**src/rtl/ss_pkg.sv**
```systemverilog
// Shared definitions for the sample-window loader slice.
//   SS_DATA_W     default ROM/array word width
//   SS_ADDR_ROM   default ROM address width (must match SS_rom_addr)
//   SS_WIN_LEN    default samples per window
//   ss_ld_state_e loader sequencer states
package ss_pkg;

  localparam int unsigned SS_DATA_W   = 16;
  localparam int unsigned SS_ADDR_ROM = 16;
  localparam int unsigned SS_WIN_LEN  = 64;

  typedef enum logic [1:0] {
    IDLE  = 2'd0,
    FILL  = 2'd1,
    DRAIN = 2'd2,
    DONE  = 2'd3
  } ss_ld_state_e;

endpackage

```
**src/rtl/ss_loader_chksum.sv**
```systemverilog
// Running sum of loaded window samples.
//   i_clk, i_rst_n  clock, async active-low reset
//   i_clr           clear the sum (wins over i_acc)
//   i_acc           add zero-extended i_data this cycle
//   i_data          sample being written to the array
//   o_sum           current sum
module ss_loader_chksum
  import ss_pkg::*;
#(
  parameter int unsigned DATA_W = SS_DATA_W,
  parameter int unsigned SUM_W  = SS_DATA_W + SS_ADDR_ROM
) (
  input  logic              i_clk,
  input  logic              i_rst_n,
  input  logic              i_clr,
  input  logic              i_acc,
  input  logic [DATA_W-1:0] i_data,
  output logic [SUM_W-1:0]  o_sum
);

  logic [SUM_W-1:0] sum_q, sum_d;

  always_comb begin
    sum_d = sum_q;
    if (i_clr) begin
      sum_d = '0;
    end else if (i_acc) begin
      sum_d = sum_q + SUM_W'(i_data);
    end
  end

  always_ff @(posedge i_clk or negedge i_rst_n) begin
    if (!i_rst_n) begin
      sum_q <= '0;
    end else begin
      sum_q <= sum_d;
    end
  end

  assign o_sum = sum_q;

endmodule

```
**src/rtl/ss_window_loader.sv**
```systemverilog
// Loads one window of WIN_LEN samples from the synchronous sample ROM into the
// temporary sample array, driving SS_rom_addr's write enable alongside.
//   i_clk, i_rst_n  clock, async active-low reset
//   i_start         load request (sampled in IDLE only)
//   i_abort         abandon the current load, highest priority after reset
//   i_rom_data      ROM word, valid one cycle after its address
//   o_rom_we        to SS_rom_addr i_we: address advances while high, clears when low
//   o_arr_we/o_arr_waddr/o_arr_wdata  array write port
//   o_busy          high in FILL and DRAIN
//   o_done          one-cycle completion pulse
//   o_chksum        sum of written samples (only with SS_LOADER_CHKSUM_EN defined)
// Optional feature macro: SS_LOADER_CHKSUM_EN
module ss_window_loader
  import ss_pkg::*;
#(
  parameter int unsigned DATA_W   = SS_DATA_W,
  parameter int unsigned ADDR_ROM = SS_ADDR_ROM,
  parameter int unsigned WIN_LEN  = SS_WIN_LEN,
  localparam int unsigned AW      = (WIN_LEN > 1) ? $clog2(WIN_LEN) : 1
) (
  input  logic                       i_clk,
  input  logic                       i_rst_n,
  input  logic                       i_start,
  input  logic                       i_abort,
  input  logic [DATA_W-1:0]          i_rom_data,
  output logic                       o_rom_we,
  output logic                       o_arr_we,
  output logic [AW-1:0]              o_arr_waddr,
  output logic [DATA_W-1:0]          o_arr_wdata,
  output logic                       o_busy,
`ifdef SS_LOADER_CHKSUM_EN
  output logic                       o_done,
  output logic [DATA_W+ADDR_ROM-1:0] o_chksum
`else
  output logic                       o_done
`endif
);

  if (WIN_LEN == 0 || longint'(WIN_LEN) > (longint'(1) << ADDR_ROM)) begin : g_win_len_check
    $error("ss_window_loader: WIN_LEN out of range for ADDR_ROM");
  end

  localparam logic [AW-1:0] FcntLast = AW'(WIN_LEN - 1);

  ss_ld_state_e  state_q, state_d;
  logic [AW-1:0] fcnt_q, fcnt_d;
  logic          vld_q, vld_d;
  logic [AW-1:0] idx_q;

  always_comb begin
    state_d = state_q;
    fcnt_d  = fcnt_q;
    unique case (state_q)
      IDLE: begin
        if (i_start) begin
          state_d = FILL;
          fcnt_d  = '0;
        end
      end
      FILL: begin
        if (fcnt_q == FcntLast) begin
          state_d = DRAIN;
          fcnt_d  = '0;
        end else begin
          fcnt_d = fcnt_q + AW'(1);
        end
      end
      DRAIN:   state_d = DONE;
      DONE:    state_d = IDLE;
      default: state_d = IDLE;
    endcase
    if (i_abort) begin
      state_d = IDLE;
      fcnt_d  = '0;
    end
  end

  // Valid is killed by abort so the word in flight is never written.
  assign vld_d = (state_q == FILL) && !i_abort;

  always_ff @(posedge i_clk or negedge i_rst_n) begin
    if (!i_rst_n) begin
      state_q <= IDLE;
      fcnt_q  <= '0;
      vld_q   <= 1'b0;
      idx_q   <= '0;
    end else begin
      state_q <= state_d;
      fcnt_q  <= fcnt_d;
      vld_q   <= vld_d;
      idx_q   <= fcnt_q;
    end
  end

  assign o_rom_we    = (state_q == FILL);
  assign o_busy      = (state_q == FILL) || (state_q == DRAIN);
  assign o_done      = (state_q == DONE);
  assign o_arr_we    = vld_q;
  assign o_arr_waddr = idx_q;
  assign o_arr_wdata = i_rom_data;

`ifdef SS_LOADER_CHKSUM_EN
  logic chk_clr;
  assign chk_clr = ((state_q == IDLE) && i_start) || i_abort;

  ss_loader_chksum #(
    .DATA_W (DATA_W),
    .SUM_W  (DATA_W + ADDR_ROM)
  ) u_chksum (
    .i_clk   (i_clk),
    .i_rst_n (i_rst_n),
    .i_clr   (chk_clr),
    .i_acc   (vld_q),
    .i_data  (i_rom_data),
    .o_sum   (o_chksum)
  );
`endif

endmodule

```
**config.mk**
```make
export PLATFORM = sky130hd
export DESIGN_NAME = ss_window_loader
export DESIGN_NICKNAME = d
export VERILOG_FILES = /design/src/rtl/ss_pkg.sv /design/src/rtl/ss_loader_chksum.sv /design/src/rtl/ss_window_loader.sv
export SDC_FILE = /design/constraint.sdc
export NUM_CORES = 1
export LEC_CHECK = 0
export ABC_AREA = 1
export CAP_MARGIN = 20
export CORE_MARGIN = 3
export CORE_UTILIZATION = 39
export CTS_BUF_LIST = sky130_fd_sc_hd__clkbuf_4 sky130_fd_sc_hd__clkbuf_8
export CTS_CLUSTER_DIAMETER = 50
export CTS_CLUSTER_SIZE = 30
export DETAILED_ROUTE_END_ITERATION = 10
export PLACE_DENSITY = 0.82
export SYNTH_ARGS = -nofsm -noshare
export SYNTH_HDL_FRONTEND = slang
export SYNTH_HIERARCHICAL = 1
export SYNTH_SLANG_ARGS = --single-unit
```
**constraint.sdc**
```tcl
create_clock -name i_clk -period 1.7 [get_ports i_clk]
set_clock_uncertainty 0.15 [all_clocks]
set_input_delay 0.17 -clock i_clk [delete_from_list [all_inputs] [get_ports i_clk]]
set_output_delay 0.17 -clock i_clk [all_outputs]
set_load 0.05 [all_outputs]
```
==> impl_summary.md <==
Outcome
The run finished with clean final reports.

Cells and area
In the final layout, the share of cells above drive strength 1 is 26.88%. The count of nets after finishing is 120. Relative to the synthesized area, the layout overhead comes to 11.13%.

The number of antenna repair diodes is 0. The final standard cell utilization of the core is between 40% and 50%. The filler cells instantiated in the layout total 193. The finished layout cell area is 937.1 sq um.

Setup path
STA puts the critical path data required time at roughly 1.4 ns. The top fanout value on the critical path is 4. The worst setup path is captured at an output port. The worst setup path is launched from a flip-flop. The class of the most critical setup path is flip-flop to output port. Data on the critical path arrives at its endpoint at 1.28 ns.

STA
The highest clock rate is 623.9 MHz. In the finished design, the share of the clock period the worst path needs comes to ~94%. For the pin with the worst max-slew slack, the measured transition is 0.2209 ns. Setup violations remaining at the end of the flow were counted as 0. The hold violation count in the final report came to 0. The headroom to the max-slew limit is 85.27%. The max-slew violation count is 0. Setup repair after global routing could not meet its margin everywhere.

The minimum period implied by the final worst setup slack is 1.603 ns.

Floorplan
The initialized floorplan defines 16 standard-cell rows. Once the floorplan was initialized, standard cells occupied 42.13% of the core. The floorplan step defined a die boundary enclosing 0.002756 sq mm.

The core region is roughly 0.0020 sq mm. Measured along the x axis, the die boundary spans between 50 and 60 microns. The die is 52.50 microns tall. Pin placement for this block handled 46 I/O pins.

Routing
The post-detailed-route wirelength per cell is 10.87 microns. The count of routing violations after the opening detailed-route iteration is 6. The final wirelength is 1.304 mm. The remaining antenna violation count is 0. In the routed design, unresolved DRC markers number 0. The detailed router placed between 500 and 600 vias in this run. The number of detailed-routing iterations run before antenna repair is 3.

The per-cell via count in the routed design is 4.625.

Synth
The compound-gate portion of the synthesized area is 6.083%. After synthesis, the largest family of logic cells by area is simple AND/OR/NAND/NOR gates. Summing the areas of all fa, ha and maj instances in the mapped netlist gives 8.902% of the synthesized area.

The Yosys step of the flow raised 6 warnings. Synthesis produced between 90 and 100 cells. After synthesis the netlist holds a flip-flop and latch count of 15. In this run, distinct cell masters in the synthesized netlist total 21. The mean cell area of the mapped netlist is 9.267 sq um. The synthesized netlist devotes 21.81% of its cell area to simple gates. The fraction of synthesized cell area in xor and xnor cells is 0%. The sequential element share of the synthesized area is 44.51%. The number of nets in the synthesized netlist is about 120. The share of synthesized area spent on multiplexers is 0%.

The netlist area before placement is 843.3 sq um.

GRT
The number of global-route vias before repair is 490. The overall overflow remaining after global route is 0. The all-layer global routing usage is 10.96%. The initial antenna violation count is 0. Entering global routing, the biggest net connects 16 pins. The first global-routing pass estimated approximately 2.2 mm of wire.

Clock tree
The number of H-tree levels is 1. The clock net sink count is 15. The CTS tree is done. For the worst-skew pair, the clock arrives at the later sink with an insertion delay of 0.27 ns. The number of buffers on the longest clock path is 2. The clock tree root buffer cell is sky130_fd_sc_hd__clkbuf_4. Post-CTS repair changed the size of 0 cells. The number of buffers created by CTS is 3.

The number of hold buffers added after CTS was 0. The post-CTS repair timing setup buffer count is 0. The clock edge transition at the registers on the reported setup and hold paths is around 0.090 ns.

Pwr
The power density over cell area is 1469 mW/mm^2. Across the VDD grid, the largest voltage drop is 1.558 mV. The static power due to leakage is between 0.4 and 0.5 nW.

Placed design
The post-detailed-placement cell area is 909.6 sq um. In this run the tool buffered the top-level ports with 13 buffer cells. Detailed placement finished with a half-perimeter wire length of 1.049 mm. The congestion estimate from routability-driven global placement came to 0.8036.

Job
The max capacitance violation total is 0.

Hold path
The type of the tightest min-delay check is input port to async pin.
==> final timing paths <==
| path | from | to | slack [ns] | cells after the start |
|---|---|---|---|---|
| worst min register to register | fcnt_q[5] | o_arr_waddr[5] | 0.27 | 0 |
| worst min-delay path | i_rst_n | fcnt_q[1] | 0.05 | 2 |
| worst max-delay path | state_q[0] | o_busy | 0.1 | 3 |
| min in group i_clk | i_rom_data[10] | o_arr_wdata[10] | 0.19 | 0 |
| max in group asynchronous | i_rst_n | state_q[0] | 1.18 | 2 |
| worst max register to register | state_q[1] | fcnt_q[4] | 0.13 | 7 |
==> cell type report <==
class                      count  area (sq um)  share of cell area (%)
clock buffer                   3         22.52                   2.403
multi-input combinational     50         312.8                   33.38
tap                           27         33.78                   3.605
clock inverter                 1         5.005                  0.5340
timing repair buffer          14         150.1                   16.02
sequential                    15         375.4                   40.05
inverter                      10         37.54                   4.005
==> layer usage <==
| metal | up-vias | GRT usage, % | wire [microns] |
|---|---|---|---|
| met1 | 248 | 12.70 | 555 |
| met5 | - | 0 | 0 |
| met2 | 23 | 16.53 | 574 |
| met4 | 0 | 6.809 | 42 |
| li1 | 274 | - | - |
| met3 | 10 | 4.558 | 132 |
==> per-stage QoR <==
stage	setup TNS [ns]	instances	total power [W]	setup slack (ns)	hold slack (ns)
finish	0	120	0.001377	0.09708	0.05232
global route	-0.004583	120	0.001465	-0.004583	0.04747
CTS	0	120	0.001393	0.07786	0.05592
detailed placement	0	116	0.001194	0.1441	0.1903
global placement	0	116	0.001178	0.2210	0.1903
floorplan	0	91	0.001023	0.06435	-0.2756
==> kinds of logic after synthesis <==
logic type      after synthesis
buf+inv                      26
compound gates                9
fa+ha+maj                     6
flops                        15
simple gates                 35
==> sequential cells by signal, indices dropped and copies added, names as in the netlist <==
name / cells
fcnt_q: 6
o_arr_waddr: 6
o_arr_we: 1
state_q: 2
==> synthesized netlist by cell type, drive strengths merged <==
cell type / count / area, sq um
nand4: 2 / 12.51
or2: 1 / 6.260
o21ai: 7 / 38.78
a21oi: 1 / 5.000
nand2: 21 / 91.33
buf: 16 / 120.1
and2: 1 / 6.260
inv: 10 / 37.53
a21boi: 1 / 7.510
ha: 6 / 75.07
nand3: 5 / 30.03
nor2: 4 / 30.03
nand3b: 1 / 7.510
dfrtp: 15 / 375.4
==> worst max-delay path: stages (launching register included) <==
cell	delay, ns
sky130_fd_sc_hd__dfrtp_1	0.40
sky130_fd_sc_hd__inv_1	0.10
sky130_fd_sc_hd__ha_1	0.35
sky130_fd_sc_hd__buf_12	0.16
==> power by group <==
part           leakage (nW)  internal [W]  switching, W  total (W)
Clock                0.0177     0.0000871      0.000107   0.000194
Combinational         0.251      0.000295      0.000444   0.000739
Sequential            0.206      0.000405     0.0000385   0.000444
==> placed cells by master, fill, tap and decap left out <==
cell	count
sky130_fd_sc_hd__nand2_1	18
sky130_fd_sc_hd__dfrtp_1	15
sky130_fd_sc_hd__inv_1	9
sky130_fd_sc_hd__buf_4	8
sky130_fd_sc_hd__ha_1	5
sky130_fd_sc_hd__nand3_1	4
sky130_fd_sc_hd__o21ai_1	3
sky130_fd_sc_hd__o21ai_0	3
sky130_fd_sc_hd__clkbuf_4	3
sky130_fd_sc_hd__clkdlybuf4s50_1	3
sky130_fd_sc_hd__buf_12	3
sky130_fd_sc_hd__nor2_4	2
sky130_fd_sc_hd__nand4_1	2
sky130_fd_sc_hd__nand2_2	2
sky130_fd_sc_hd__nor2_1	2
sky130_fd_sc_hd__inv_2	1
sky130_fd_sc_hd__nand2_4	1
sky130_fd_sc_hd__and2_1	1
sky130_fd_sc_hd__a21oi_1	1
sky130_fd_sc_hd__nand3b_1	1
sky130_fd_sc_hd__a21boi_1	1
sky130_fd_sc_hd__or2_2	1
sky130_fd_sc_hd__o21ai_2	1
sky130_fd_sc_hd__nand3_2	1
sky130_fd_sc_hd__ha_2	1
sky130_fd_sc_hd__clkinv_2	1
No activity file was read; power rests on OpenSTA's default activity.
